`config.mk`:
```
export PLATFORM = sky130hd
export DESIGN_NAME = slc3_mem_arbiter
export DESIGN_NICKNAME = d
export VERILOG_FILES = /design/src/rtl/slc3_mem_arbiter.sv
export SDC_FILE = /design/constraint.sdc
export NUM_CORES = 1
export LEC_CHECK = 0
export CAP_MARGIN = 20
export CORE_UTILIZATION = 43
export DETAILED_ROUTE_END_ITERATION = 10
export PLACE_DENSITY = 0.95
export SETUP_SLACK_MARGIN = 0.4
export SYNTH_ARGS = -nofsm -noshare
export SYNTH_HDL_FRONTEND = slang
export SYNTH_SLANG_ARGS = --single-unit
```
`constraint.sdc`:
```
create_clock -name clk -period 2.4 [get_ports clk]
set_input_delay 0.48 -clock clk [delete_from_list [all_inputs] [get_ports clk]]
set_output_delay 0.48 -clock clk [all_outputs]
set_load 0.01 [all_outputs]
```
`src/rtl/slc3_mem_arbiter.sv`:
```
// slc3_mem_arbiter
//   Arbiter and sequencer for the single synchronous BRAM of the SLC-3.
//   Port 0 is the CPU memory path (MAR/MDR) and port 1 is the memory-init/debug loader.
//   Only one access is in flight at a time. Simultaneous requests are resolved
//   round-robin. The read wait states of the BRAM are inserted here, so a requester
//   only holds req until it sees its done pulse.
//
// Ports
//   clk, reset            system clock; synchronous active-high reset
//   req0/req1             per-port request, held until the matching done
//   we0/we1               1 = write, 0 = read (stable while req is high)
//   addr0/addr1           per-port address (stable while req is high)
//   wdata0/wdata1         per-port write data (stable while req is high)
//   done0/done1           one-cycle completion pulse
//   rdata0/rdata1         last read result per port, held until that port's next read
//   busy                  high whenever the sequencer is not idle
//   gnt_id                port owning the current transaction (valid while busy)
//   mem_ena/mem_wea       BRAM enable / write enable
//   mem_addr/mem_din      registered BRAM address / write data
//   mem_dout              BRAM read data (from the BRAM output register)
module slc3_mem_arbiter #(
  parameter int ADDR_W = 16,
  parameter int DATA_W = 16,
  parameter int RD_LAT = 2
) (
  input  logic              clk,
  input  logic              reset,
  input  logic              req0,
  input  logic              req1,
  input  logic              we0,
  input  logic              we1,
  input  logic [ADDR_W-1:0] addr0,
  input  logic [ADDR_W-1:0] addr1,
  input  logic [DATA_W-1:0] wdata0,
  input  logic [DATA_W-1:0] wdata1,
  output logic              done0,
  output logic              done1,
  output logic [DATA_W-1:0] rdata0,
  output logic [DATA_W-1:0] rdata1,
  output logic              busy,
  output logic              gnt_id,
  output logic              mem_ena,
  output logic              mem_wea,
  output logic [ADDR_W-1:0] mem_addr,
  output logic [DATA_W-1:0] mem_din,
  input  logic [DATA_W-1:0] mem_dout
);

  localparam int CNT_W = (RD_LAT < 1) ? 1 : $clog2(RD_LAT + 1);

  typedef enum logic [1:0] {IDLE, ISSUE, WAIT, DONE} state_t;

  state_t           state;
  logic             last_gnt;
  logic             op_we;
  logic [CNT_W-1:0] wait_cnt;
  logic             pick;

  // Winner among current requests. On a tie, the port that did not win last time wins.
  assign pick = (req0 && req1) ? ~last_gnt : req1;

  always_ff @(posedge clk) begin
    if (reset) begin
      state    <= IDLE;
      done0    <= 1'b0;
      done1    <= 1'b0;
      busy     <= 1'b0;
      gnt_id   <= 1'b0;
      mem_ena  <= 1'b0;
      mem_wea  <= 1'b0;
      mem_addr <= '0;
      mem_din  <= '0;
      rdata0   <= '0;
      rdata1   <= '0;
      last_gnt <= 1'b1;   // makes port 0 win the first tie
      op_we    <= 1'b0;
      wait_cnt <= '0;
    end else begin
      case (state)
        IDLE: begin
          if (req0 || req1) begin
            gnt_id   <= pick;
            last_gnt <= pick;
            op_we    <= pick ? we1 : we0;
            mem_addr <= pick ? addr1 : addr0;
            mem_din  <= pick ? wdata1 : wdata0;
            // Outputs are registered, so the strobes for the ISSUE cycle are set here.
            mem_ena  <= 1'b1;
            mem_wea  <= pick ? we1 : we0;
            busy     <= 1'b1;
            state    <= ISSUE;
          end
        end

        ISSUE: begin
          mem_wea <= 1'b0;
          if (op_we) begin
            mem_ena <= 1'b0;
            done0   <= ~gnt_id;
            done1   <= gnt_id;
            state   <= DONE;
          end else begin
            // Keep the enable high so the BRAM output register is loaded.
            wait_cnt <= CNT_W'(1);
            state    <= WAIT;
          end
        end

        WAIT: begin
          if (wait_cnt == CNT_W'(RD_LAT)) begin
            if (gnt_id) rdata1 <= mem_dout;
            else        rdata0 <= mem_dout;
            mem_ena  <= 1'b0;
            done0    <= ~gnt_id;
            done1    <= gnt_id;
            wait_cnt <= '0;
            state    <= DONE;
          end else begin
            wait_cnt <= wait_cnt + CNT_W'(1);
          end
        end

        DONE: begin
          done0 <= 1'b0;
          done1 <= 1'b0;
          busy  <= 1'b0;
          state <= IDLE;
        end

        default: state <= IDLE;
      endcase
    end
  end

endmodule

```
==> impl_metrics.toml <==
[clock_tree]
post_cts_buffers = 0
cts_tree = "done"
root_buffer = "clkbuf_8"
clk_path_buf_depth = 2
path_clk_slew_ns = 0.08
htreeDepth = 3
clock-sinks = 76
numCtsBuffers = 9
clock_latency_ns = 0.33
cts_hold_buf = 0
cts_resized = 0

[sta]
setup_viol = 0
worst_pin_slew_ns = 0.576
fin_crit_ns = 1.92
rsz0062_at_grt = "yes"
slew_headroom = 0.616
finalCritPeriodShare = 0.801
fin_skew_ns = 0.00637
drv_slew = 0
fin_tns_setup_ns = 0
clock.fmax_mhz = 520
hold_viol = 0

[worst_setup_path]
reg2reg_depth = 6
path_delay_family = "simple AND/OR/NAND/NOR gates"
worstPathMaxFanout = 16
cpPeakStageDelay_ns = 0.47
crit_slowest_cell = "or2_2"
reg2reg_slack_ns = 0.48
crit_buf_inv = 1
critPathRequiredTime_ns = 2.61
crit_arrival_ns = 2.13
path_cells = "inv_1 -> ha_1 -> nand3b_2 -> or2_2 -> nand2_1 -> a21oi_1"
end_kind = "flip-flop"
start_kind = "flip-flop"
crit_type = "flip-flop to flip-flop"
path_depth = 6

[final_layout]
final_cell_mix = "clkdlybuf4s50_1 (154), nand2_1 (138), dfxtp_1 (76)"
insertedDiodeCount = 0
finish.net_count = 631
area_growth_pct = 59.2
drive_gt1_frac = 0.0662
final_common_cell = "clkdlybuf4s50_1"
fin_util = 0.724

[die]
coreArea_um2 = 6940
die_height_um = 87.7
die_w_um = 87.7
initial_core_util = 0.455
io_pins = 156
dieArea_um2 = 7690
rows = 30

[synthesis]
yosysTopAreaCell = "dfxtp_1"
syn_area_um2 = 3160
yosysSeqAreaShare = 0.482
synth_cells = 395
synthDistinctLibCells = 32
synth.net_count = 487
synth_area_per_cell_um2 = 7.99
synth_ff_type = "dfxtp_1"
ys_seq_elements = 76
synth-warning-count = 0
synth.area.top_cells = "dfxtp_1 (48%), nand2_1 (16%), a311oi_1 (9.4%)"
synth.top_cell.area_share = 0.482
synth_edf_count = 0
ys_async_sr_fraction = 0

[grt]
grt_pass1_vias = 3159
grt_max_degree = 48
grt_antenna_before_repair = 0
grt_pass1_wl_mm = 14.1
grt_use_total = 0.232
grt-ovfl-total = 0

[detailed_routing]
dr.pass1.iters = 5
wl_mm = 8.99
detail_route.wl_per_cell_um = 14.0
num_vias = 3298
drcViolationCount = 0
ant_nets = 0
viasPerCell = 5.15
drt_iter0_markers = 123

[worst_hold_path]
whs_path_depth = 2
hold_path_class = "flip-flop to flip-flop"

[pwr]
power_density_nw_per_um2 = 919
power_w = 0.00462
vdd_drop_max_mv = 0.476
power.leakage_nw = 1.84

[outcome]
status = "finished, final reports clean"

[run]
cap_violations = 0

[place]
place_hpwl_mm = 6.74
place_congestion = 0.834
port_buffers = 155
-- power breakdown --
part / internal (W) / switching (W)
Combinational: 0.000905 / 0.000811
Sequential: 0.00154 / 0.000183
Clock: 0.000719 / 0.000458
-- final cells by class --
class,count,area [um^2]
clock inverter,6,111
clock buffer,10,138
multi-input combinational,286,1500
timing repair buffer,162,1620
inverter,4,15.0
sequential,76,1520
fill,508,1920
tap,96,120
-- tightest hold or removal path, cell delays in order (launching register included) --
cell	delay, ns
dfxtp_1	0.31
nand2_1	0.05
a21oi_1	0.05
-- cells in the mapped netlist, types with 2 or more instances --
master,instances
a22oi_1,2
ha_1,6
buf_2,16
buf_4,4
nand2_1,138
mux2i_1,2
nor2_2,2
nand2b_1,2
a311oi_1,34
a221oi_2,2
buf_1,2
a21oi_1,40
o21ai_0,3
dfxtp_1,76
nor2_1,41
clkbuf_1,6
inv_1,4
-- worst paths after layout --
| check | startpoint | endpoint |
|---|---|---|
| hold / removal | rdata0[15] | rdata0[15] |
| setup reg to reg | state[0] | rdata1[14] |
| hold reg to reg | rdata0[15] | rdata0[15] |
| setup / recovery | state[0] | rdata1[14] |
-- per-stage QoR --
stage	hold slack (ns)	instances	area (um^2)	setup slack, ns
final	0.458	640	5020	0.478
after global routing	0.478	640	5020	0.387
after CTS	0.460	640	5010	0.391
after detailed placement	0.448	624	4760	0.307
after global placement	0.440	624	4760	0.424
after floorplan	0.481	395	3160	0.769
-- cells by family after synthesis --
logic type	count (synthesis)	synth area share
buf+inv	33	0.0507
fa+ha+maj	6	0.0238
mux	2	0.00634
compound gates	86	0.194
flops	76	0.482
simple gates	192	0.243
-- per-layer routing --
| layer | part of all wire | global-route usage | routed length [um] |
|---|---|---|---|
| met4 | 0.017 | 0.0879 | 155 |
| met3 | 0.078 | 0.0594 | 700 |
| met5 | 0 | 0 | 0 |
| met1 | 0.40 | 0.261 | 3610 |
| met2 | 0.50 | 0.421 | 4520 |
-- sequential cells by signal, summed over array words and instances, names as in the netlist --
signal	cells
mem_din	16
last_gnt	1
mem_wea	1
op_we	1
rdata0	16
mem_addr	16
busy	1
done0	1
gnt_id	1
wait_cnt	2
state	2
done1	1
rdata1	16
mem_ena	1
(Power assumes the default switching activity.)
